[src/rtl/div_seq_pkg.sv]
// div_seq_pkg
// Shared constants, FSM state type and two's-complement helpers for the
// sequential signed divider (div_seq) and its restoring step (div_step).
// Optional feature macro used by this slice: DIV_SEQ_UNSIGNED_EN.
// No ports (package).
package div_seq_pkg;

  localparam int WIDTH = 32;
  localparam int CNT_W = 5;

  typedef enum logic [1:0] {
    IDLE   = 2'd0,
    CALC   = 2'd1,
    FINISH = 2'd2,
    DZERO  = 2'd3
  } state_t;

  function automatic logic [WIDTH-1:0] negate(input logic [WIDTH-1:0] v);
    return ~v + WIDTH'(1);
  endfunction

  // |-2^31| stays 0x80000000 because the result is read as unsigned.
  function automatic logic [WIDTH-1:0] abs_val(input logic [WIDTH-1:0] v);
    return v[WIDTH-1] ? negate(v) : v;
  endfunction

endpackage

[src/rtl/div_seq_if.sv]
// div_seq_if
// Divide handshake between the control unit (master) and the divider (slave).
// Signals:
//   div_start            master->slave  one-cycle start request
//   dividend, divisor    master->slave  operands, sampled on accepted start
//   div_unsigned         master->slave  only with DIV_SEQ_UNSIGNED_EN
//   div_busy             slave->master  division in progress
//   div_stop, div_zero   slave->master  completion / divide-by-zero pulses
//   hi_out, lo_out       slave->master  remainder / quotient
interface div_seq_if;
  import div_seq_pkg::*;

  logic             div_start;
  logic [WIDTH-1:0] dividend;
  logic [WIDTH-1:0] divisor;
  logic             div_busy;
  logic             div_stop;
  logic             div_zero;
  logic [WIDTH-1:0] hi_out;
  logic [WIDTH-1:0] lo_out;

`ifdef DIV_SEQ_UNSIGNED_EN
  logic             div_unsigned;

  modport master (
    output div_start, dividend, divisor, div_unsigned,
    input  div_busy, div_stop, div_zero, hi_out, lo_out
  );

  modport slave (
    input  div_start, dividend, divisor, div_unsigned,
    output div_busy, div_stop, div_zero, hi_out, lo_out
  );
`else
  modport master (
    output div_start, dividend, divisor,
    input  div_busy, div_stop, div_zero, hi_out, lo_out
  );

  modport slave (
    input  div_start, dividend, divisor,
    output div_busy, div_stop, div_zero, hi_out, lo_out
  );
`endif

endinterface

[src/rtl/div_step.sv]
// div_step
// One combinational restoring-division iteration on magnitudes.
// Ports:
//   rem       in   current partial remainder (always < dsr)
//   quo       in   shift register: unconsumed dividend bits on top,
//                  quotient bits collected at the bottom
//   dsr       in   divisor magnitude
//   rem_next  out  partial remainder after this step
//   quo_next  out  shift register after this step
module div_step
  import div_seq_pkg::*;
(
  input  logic [WIDTH-1:0] rem,
  input  logic [WIDTH-1:0] quo,
  input  logic [WIDTH-1:0] dsr,
  output logic [WIDTH-1:0] rem_next,
  output logic [WIDTH-1:0] quo_next
);

  // The shifted remainder needs one extra bit: in unsigned mode the divisor
  // can be up to 2^32-1, so rem*2+1 can exceed 32 bits before the compare.
  logic [WIDTH:0] shifted;
  logic           take;

  always_comb begin
    shifted  = {rem, quo[WIDTH-1]};
    take     = (shifted >= {1'b0, dsr});
    rem_next = take ? (shifted[WIDTH-1:0] - dsr) : shifted[WIDTH-1:0];
    quo_next = {quo[WIDTH-2:0], take};
  end

endmodule

[src/rtl/div_seq.sv]
// div_seq
// Sequential 32-bit signed restoring divider answering the control unit's
// divide handshake. 32 iteration cycles plus one sign-fix cycle; quotient on
// lo_out (truncated toward zero), remainder on hi_out (sign of dividend).
// Optional macro DIV_SEQ_UNSIGNED_EN adds div_unsigned for MIPS divu.
// Ports:
//   clk    in  clock, all state on rising edge
//   reset  in  synchronous active-high reset
//   bus    div_seq_if.slave (start/operands in, busy/stop/zero/hi/lo out)
module div_seq
  import div_seq_pkg::*;
(
  input  logic      clk,
  input  logic      reset,
  div_seq_if.slave  bus
);

  state_t           state;
  state_t           state_next;
  logic [CNT_W-1:0] count;
  logic [WIDTH-1:0] rem;
  logic [WIDTH-1:0] quo;
  logic [WIDTH-1:0] dsr_mag;
  logic [WIDTH-1:0] rem_step;
  logic [WIDTH-1:0] quo_step;
  logic [WIDTH-1:0] lo_q;
  logic [WIDTH-1:0] hi_q;
  logic             q_neg;
  logic             r_neg;
  logic             stop_q;
  logic             zero_q;
  logic             signed_op;

  logic             load;
  logic             step;
  logic             finish;
  logic             stop_next;
  logic             zero_next;

`ifdef DIV_SEQ_UNSIGNED_EN
  assign signed_op = ~bus.div_unsigned;
`else
  assign signed_op = 1'b1;
`endif

  div_step u_step (
    .rem      (rem),
    .quo      (quo),
    .dsr      (dsr_mag),
    .rem_next (rem_step),
    .quo_next (quo_step)
  );

  always_ff @(posedge clk) begin
    if (reset) state <= IDLE;
    else       state <= state_next;
  end

  // count runs 0..31 in CALC, so the 32nd step hands over to FINISH.
  always_comb begin
    state_next = state;
    case (state)
      IDLE:    if (bus.div_start) state_next = (bus.divisor == '0) ? DZERO : CALC;
      CALC:    if (count == CNT_W'(WIDTH - 1)) state_next = FINISH;
      FINISH:  state_next = IDLE;
      DZERO:   state_next = IDLE;
      default: state_next = IDLE;
    endcase
  end

  always_comb begin
    load      = 1'b0;
    step      = 1'b0;
    finish    = 1'b0;
    stop_next = 1'b0;
    zero_next = 1'b0;
    case (state)
      IDLE:   load = bus.div_start && (bus.divisor != '0);
      CALC:   step = 1'b1;
      FINISH: begin
        finish    = 1'b1;
        stop_next = 1'b1;
      end
      DZERO:  begin
        stop_next = 1'b1;
        zero_next = 1'b1;
      end
      default: ;
    endcase
  end

  // The stop/zero pulses are registered, so they appear in the cycle after
  // the FINISH/DZERO edge, together with the freshly written hi/lo values.
  always_ff @(posedge clk) begin
    if (reset) begin
      count   <= '0;
      rem     <= '0;
      quo     <= '0;
      dsr_mag <= '0;
      q_neg   <= 1'b0;
      r_neg   <= 1'b0;
      lo_q    <= '0;
      hi_q    <= '0;
      stop_q  <= 1'b0;
      zero_q  <= 1'b0;
    end else begin
      stop_q <= stop_next;
      zero_q <= zero_next;
      if (load) begin
        quo     <= signed_op ? abs_val(bus.dividend) : bus.dividend;
        dsr_mag <= signed_op ? abs_val(bus.divisor)  : bus.divisor;
        q_neg   <= signed_op & (bus.dividend[WIDTH-1] ^ bus.divisor[WIDTH-1]);
        r_neg   <= signed_op & bus.dividend[WIDTH-1];
        rem     <= '0;
        count   <= '0;
      end else if (step) begin
        rem   <= rem_step;
        quo   <= quo_step;
        count <= count + CNT_W'(1);
      end else if (finish) begin
        lo_q <= q_neg ? negate(quo) : quo;
        hi_q <= r_neg ? negate(rem) : rem;
      end
    end
  end

  assign bus.div_busy = (state != IDLE);
  assign bus.div_stop = stop_q;
  assign bus.div_zero = zero_q;
  assign bus.lo_out   = lo_q;
  assign bus.hi_out   = hi_q;

endmodule

[src/flat_wrapper.sv]
// flat-port wrapper written by rule: the top's interface ports become plain ports
module div_seq_flat import div_seq_pkg::*;
  (clk, reset, bus_div_start, bus_dividend, bus_divisor, bus_div_busy, bus_div_stop, bus_div_zero, bus_hi_out, bus_lo_out);
  div_seq_if bus_i ();
  input  logic clk;
  input  logic reset;
  input wire logic [$bits(bus_i.div_start)-1:0] bus_div_start;
  input wire logic [$bits(bus_i.dividend)-1:0] bus_dividend;
  input wire logic [$bits(bus_i.divisor)-1:0] bus_divisor;
  output wire logic [$bits(bus_i.div_busy)-1:0] bus_div_busy;
  output wire logic [$bits(bus_i.div_stop)-1:0] bus_div_stop;
  output wire logic [$bits(bus_i.div_zero)-1:0] bus_div_zero;
  output wire logic [$bits(bus_i.hi_out)-1:0] bus_hi_out;
  output wire logic [$bits(bus_i.lo_out)-1:0] bus_lo_out;
  assign bus_i.div_start = bus_div_start;
  assign bus_i.dividend = bus_dividend;
  assign bus_i.divisor = bus_divisor;
  assign bus_div_busy = bus_i.div_busy;
  assign bus_div_stop = bus_i.div_stop;
  assign bus_div_zero = bus_i.div_zero;
  assign bus_hi_out = bus_i.hi_out;
  assign bus_lo_out = bus_i.lo_out;
  div_seq u_core (.clk(clk), .reset(reset), .bus(bus_i));
endmodule
[config.mk]
export PLATFORM = sky130hd
export DESIGN_NAME = div_seq_flat
export DESIGN_NICKNAME = d
export VERILOG_FILES = /design/src/rtl/div_seq_pkg.sv /design/src/rtl/div_seq_if.sv /design/src/rtl/div_step.sv /design/src/rtl/div_seq.sv /design/src/flat_wrapper.sv
export SDC_FILE = /design/constraint.sdc
export NUM_CORES = 1
export LEC_CHECK = 0
export ABC_AREA = 1
export CELL_PAD_IN_SITES_DETAIL_PLACEMENT = 2
export CELL_PAD_IN_SITES_GLOBAL_PLACEMENT = 2
export CORE_ASPECT_RATIO = 1.4
export CORE_MARGIN = 5
export CORE_UTILIZATION = 35
export DETAILED_ROUTE_END_ITERATION = 8
export DONT_BUFFER_PORTS = 1
export PLACE_DENSITY = 0.81
export SETUP_SLACK_MARGIN = 0.4
export SLEW_MARGIN = 20
export SYNTH_ARGS = -nofsm -noshare
export SYNTH_HDL_FRONTEND = slang
export SYNTH_HIERARCHICAL = 1
export SYNTH_SLANG_ARGS = --single-unit
[constraint.sdc]
create_clock -name clk -period 2.7 [get_ports clk]
set_clock_uncertainty 0.2 [all_clocks]
set_input_delay 0.27 -clock clk [delete_from_list [all_inputs] [get_ports clk]]
set_output_delay 0.27 -clock clk [all_outputs]
set_load 0.005 [all_outputs]
* Word-level counts from Yosys, hierarchy flattened
Cells that the tools add are included.
** Storage, ports and cells
- Bits in registers :: 171
- Word-level logic and storage cells :: 57
** Cells by class
- Reductions and logical operators :: 10
- Equal/unequal tests :: 6
- $lt $le $gt $ge :: 1
- Mux-type cells :: 16
- Bitwise gates (word level) :: 7
- $add $sub $neg :: 6
** Operators with widths (number)
- $mux 32 :: 7
- $add 32x1->32 const B :: 4
- $not 32->32 :: 4
- $ge 33x32->1 :: 1
- $logic_not 32->1 :: 1
- $reduce_bool 32->1 :: 1
- $sub 32x32->32 :: 1
- $mux 2 :: 3
- $pmux 2 s3 :: 1
- $add 5x1->5 const B :: 1
- $eq 5x5->1 const B :: 1
- $mux 1 :: 5
- $eq 2x2->1 const B :: 2
- $reduce_bool 2->1 :: 2
- $reduce_or 2->1 :: 2
- $reduce_and 3->1 :: 1
- $eq 2x1->1 const B :: 1
- $logic_not 2->1 :: 1
- $ne 2x1->1 const B :: 1
- $ne 2x2->1 const B :: 1
- $not 1->1 :: 2
- $reduce_and 2->1 :: 1
- $logic_and 1x1->1 :: 1
- $xor 1x1->1 :: 1

* Longest topological paths before layout
- Depth after elaboration :: 5
- Depth in mapped cells :: 18
- Gate-level depth less buffers :: 16

* Modules after synthesis
The synthesis kept the hierarchy.
** By module, submodules not included
- div_seq :: cells an instance 1534, times used 1, area each 9831.9 sq um
- div_step :: cells an instance 684, times used 1, area each 3433.3 sq um

* Worst setup path before layout
No wires, ideal clock.
- Kind :: reg2reg
- Start point :: register u_core.quo[31]
- End point :: register u_core.rem[16]
- Arrival :: 1949 ps
- Setup time :: 86 ps
- Stages on the path, launching flop included :: 15
- Period minus slack after synthesis :: 2235 ps
- Slack :: 465 ps
- Path buffers :: 0
- Cell sequence :: dfxtp_1 inv_1 ha_1 fa_1 inv_1 nand3_1 nand3_1 nand2_1 nand3_1 nand3_1 nand3b_1 nand3_2 nand2_1 nor2_1 a211oi_1
** Between the ends
- Word-level cells in the longest chain between the ends :: 2
** Ends and longest elaborated chain
- start, declared :: line div_seq.sv:22 : logic [WIDTH-1:0] quo;
- start signal, assigned :: line div_seq.sv:110 : quo <= signed_op ? abs_val(bus.dividend) : bus.dividend;
- start signal, assigned :: line div_seq.sv:118 : quo <= quo_step;
- $sub 32x32->32 or $ge 33x32->1 (tied branches) :: line div_step.sv:28, div_step.sv:27
- $mux 32 (*) :: line div_step.sv:28 : rem_next = take ? (shifted[WIDTH-1:0] - dsr) : shifted[WIDTH-1:0];
- named net u_core.rem_step[16] :: line div_seq.sv:24 : logic [WIDTH-1:0] rem_step;
- end signal, assigned :: line div_seq.sv:117 : rem <= rem_step;
- end, declared :: line div_seq.sv:21 : logic [WIDTH-1:0] rem;
The timed path passes the listed nets; every way through them passes the cells marked *.
A chain may end at the register's enable or synchronous reset.

* Final worst setup path
- Start point :: register u_core.dsr_mag[30]
- End point :: register u_core.rem[19]
** Between the ends
- Word-level cells in the longest chain between the ends :: 2
** Ends and longest elaborated chain
- start, declared :: line div_seq.sv:23 : logic [WIDTH-1:0] dsr_mag;
- start signal, assigned :: line div_seq.sv:111 : dsr_mag <= signed_op ? abs_val(bus.divisor) : bus.divisor;
- $ge 33x32->1 :: line div_step.sv:27 : take = (shifted >= {1'b0, dsr});
- named net u_core.quo_step[0] :: line div_seq.sv:25 : logic [WIDTH-1:0] quo_step;
- $mux 32 :: line div_step.sv:28
- named net u_core.rem_step[19] :: line div_seq.sv:24
The timed path passes the listed nets, and every way through them passes these cells.

==> out/metrics.cfg <==
[status]
status=finished with violations
violations=hold timing, setup timing

[pwr]
switching_share=0.4957
combPwrFrac=0.515
p_int_uw=6128
p_sw_uw=6024
max-vdd-ir-drop_mv=0.5807
leakage_uw=0.007867
p_seq_frac=0.249
power_frac_clock=0.237
p_per_area_nw_per_um2=719.2

[critical_path]
critPathKind=flip-flop to flip-flop
crit_arrival_ns=3.10
crit_required_ns=2.88
crit_fanout=7
start_kind=flip-flop
endpoint_kind=flip-flop

[routing]
post_drt_wl_per_cell_um=34.11
drtIter0Drc=1638
firstDrtPassIters=8
drcViolationCount=0
viasPerCell=6.283
num_vias=17600
wl_mm=95.53
ant_nets=0

[sta]
holdWs_ns=-0.02661
min_period_ns=2.918
fin_ws_ns=-0.2184
tns_ns=-1.820
slew_viol_final=0
setup_viol=30
grt_setup_unrepaired=true
layout_worst_path_cycle_share=1.081
finalHoldViolCount=4
max_freq_mhz=342.7
relSlewSlack=0.3967
tightest_slew_ns=0.9050

[grt]
grt_pass1_vias=18309
grt_pass1_wl_mm=114.8
grtUsageTotal=0.3575
overflow=0
antenna_found_initial=2
grt_start_max_net_pins=116

[final_layout]
drive_gt1_frac=0.2210
instances_no_fill=2801
syn_to_final_growth_pct=27.38
n_fill_cell=4427
nNetsFinal=2419

[run]
max_cap_violations=0

[clock_tree]
numCtsBuffers=17
clk_pin_slew_ns=0.08
htreeDepth=4
worst_skew_pair.late_latency_ns=0.51
clkSinkCount=171
clock_tree.root_cell=clkbuf_16
cts_buffer_depth=2
cts_tree=built

[synthesis]
synth_nets=2324
synth_cells=2218
syn-cell-area_um2=13270
yosysWarnings=6
ys_seq_area_frac=0.2581
synth-seq-cells=171
ys_types=54
avgSynthCellArea_um2=5.981

[floorplan]
die_area_um2=41950
core_region_area_um2=37520
die_width_um=174.5
io_pins=134
die_h_um=240.4
initial_core_util=0.3535
rows=84

[placement]
dp.cells=2659
port_buffers=0
dp_hpwl_mm=47.64
place_congestion=0.9187

[worst_hold_path]
hp-class=input pin to flip-flop

power groups by stage:
stage | Clock (uW) | Combinational, uW | Sequential, uW
floorplan | 0 | 2660 | 2890
global placement | 0 | 3770 | 2970
detailed placement | 0 | 3940 | 2980
CTS | 2710 | 4720 | 2950
global route | 2970 | 6380 | 3020
finish | 2880 | 6260 | 3020
worst max-delay path: stages, from the launching register on:
cell      delay, ns
dfxtp_2        0.37
inv_2          0.06
ha_4           0.33
inv_1          0.11
o21bai_1       0.43
a21oi_2        0.14
nand3_2        0.14
nor2_4         0.05
buf_6          0.13
nand2_8        0.13
buf_12         0.15
nand3_2        0.07
nand2_1        0.10
nor2_1         0.05
a211oi_1       0.33
synth_stat cells, drive strengths merged:
| library cell | number | area, um^2 |
|---|---|---|
| xor2 | 75 | 656.9 |
| a31oi | 4 | 25.02 |
| fa | 1 | 20.02 |
| a31o | 1 | 8.760 |
| nand2 | 677 | 2585 |
| dfxtp | 171 | 3423 |
| nor3b | 1 | 7.510 |
| a21o | 1 | 7.510 |
| nor3 | 26 | 140.1 |
| xnor2 | 15 | 131.4 |
| o22ai | 1 | 6.260 |
| a21boi | 2 | 15.01 |
| o211ai | 8 | 60.06 |
| clkbuf | 37 | 140.1 |
| ha | 38 | 475.5 |
| buf | 73 | 491.7 |
| or2 | 3 | 18.77 |
| o21a | 1 | 7.510 |
| a21oi | 121 | 624.3 |
| o21ai | 121 | 609.3 |
| clkinv | 2 | 7.510 |
| nand3b | 14 | 105.1 |
| nor2 | 272 | 1085 |
| nand4 | 27 | 190.2 |
| o31ai | 4 | 30.03 |
| inv | 316 | 1189 |
| and2 | 9 | 56.30 |
| nand3 | 164 | 900.9 |
| a211oi | 28 | 210.2 |
| o221ai | 2 | 17.52 |
| and3 | 2 | 12.51 |
| o21bai | 1 | 7.510 |
area by class of cell:
type	instances	area [um^2]	area share
antenna	2	5.005	0.0002962
clock buffer	18	439.2	0.02599
clock inverter	14	170.2	0.01007
inverter	318	1221	0.07227
multi-input combinational	1620	9330	0.5522
sequential	171	3485	0.2062
tap	473	591.8	0.03502
timing repair buffer	185	1655	0.09796
routing by layer:
| layer | GRT usage | routed length [um] | share of wire | up-vias |
|---|---|---|---|---|
| li1 | - | - | - | 7125 |
| met1 | 0.3507 | 32380 | 0.34 | 8705 |
| met2 | 0.6468 | 45830 | 0.48 | 1180 |
| met3 | 0.06386 | 6230 | 0.065 | 590 |
| met4 | 0.3087 | 11090 | 0.12 | 0 |
| met5 | 0 | 0 | 0 | - |
logic make-up after synthesis:
logic type	after synthesis	share of synthesized area
buffers and inverters	428	0.1378
XOR/XNOR	90	0.05942
AO/OA/AOI/OAI	295	0.1228
AND/OR/NAND/NOR	1195	0.3845
flip-flops	171	0.2581
adder cells (fa/ha/maj)	39	0.03735
per-stage QoR:
stage	setup WS [ns]	power [uW]	cell area, um^2	utilization
3_5_place_dp	-0.1083	6912	13860	0.3693
2_1_floorplan	0.4654	5548	13270	-
6_report	-0.2184	12150	16900	0.4503
5_1_grt	-0.1607	12370	16890	0.4502
4_1_cts	0.2638	10380	15930	0.4246
3_3_place_gp	0.02474	6736	13860	0.3693
what timing repair did:
action | in CTS | in global routing
pin swaps | 62 | 66
cloned | 1 | 2
setup endpoints to repair | 44 | 77
gates resized for setup | 199 | 191
hold buffers | 37 | 9
endpoints found under the hold margin | 83 | 49
buffers inserted | 32 | 26
sequential cells by signal, indices dropped and copies added (netlist names):
register / cells
u_core/bus.hi_out: 32
u_core/bus.lo_out: 32
u_core/dsr_mag: 32
u_core/quo: 32
u_core/rem: 32
u_core/count: 5
u_core/state: 2
u_core/bus.div_stop: 1
u_core/bus.div_zero: 1
u_core/q_neg: 1
u_core/r_neg: 1
cells in the final DEF, fill, tap and decap left out, types with 5 or more instances in the layout:
master         synthesis  final
nand2_1              669    588
inv_1                309    281
nor2_1               260    224
nand3_1              148    135
dfxtp_1              171    126
buf_4                 35    116
o21ai_0              111    101
a21oi_1              116     99
xor2_1                75     72
nand2_2                5     64
dlygate4sd3_1          0     45
dfxtp_2                0     43
ha_4                   0     33
inv_2                  6     30
nor2_2                 7     25
nand4_1               25     25
nand3_2               16     24
nor2_4                 4     22
nand2_4                2     22
nor3_1                24     20
a21oi_2                5     19
a211oi_2               0     19
clkbuf_16              0     18
buf_6                  4     17
o21ai_1                9     16
xnor2_1               15     15
nand3b_1              14     14
a211oi_1              28      9
and2_1                 9      9
o211ai_1               8      8
nand3_4                0      5
ha_1                  38      5
final timing paths:
path | depth (start not counted) | end | start | slack, ns
max reg2reg | 14 | u_core/rem[19] | u_core/dsr_mag[30] | -0.22
min | 3 | u_core/quo[12] | bus_dividend[12] | -0.03
min reg2reg | 2 | u_core/dsr_mag[8] | u_core/dsr_mag[8] | 0.29
max | 14 | u_core/rem[19] | u_core/dsr_mag[30] | -0.22
Note: power is estimated with default switching activity, not from simulation.
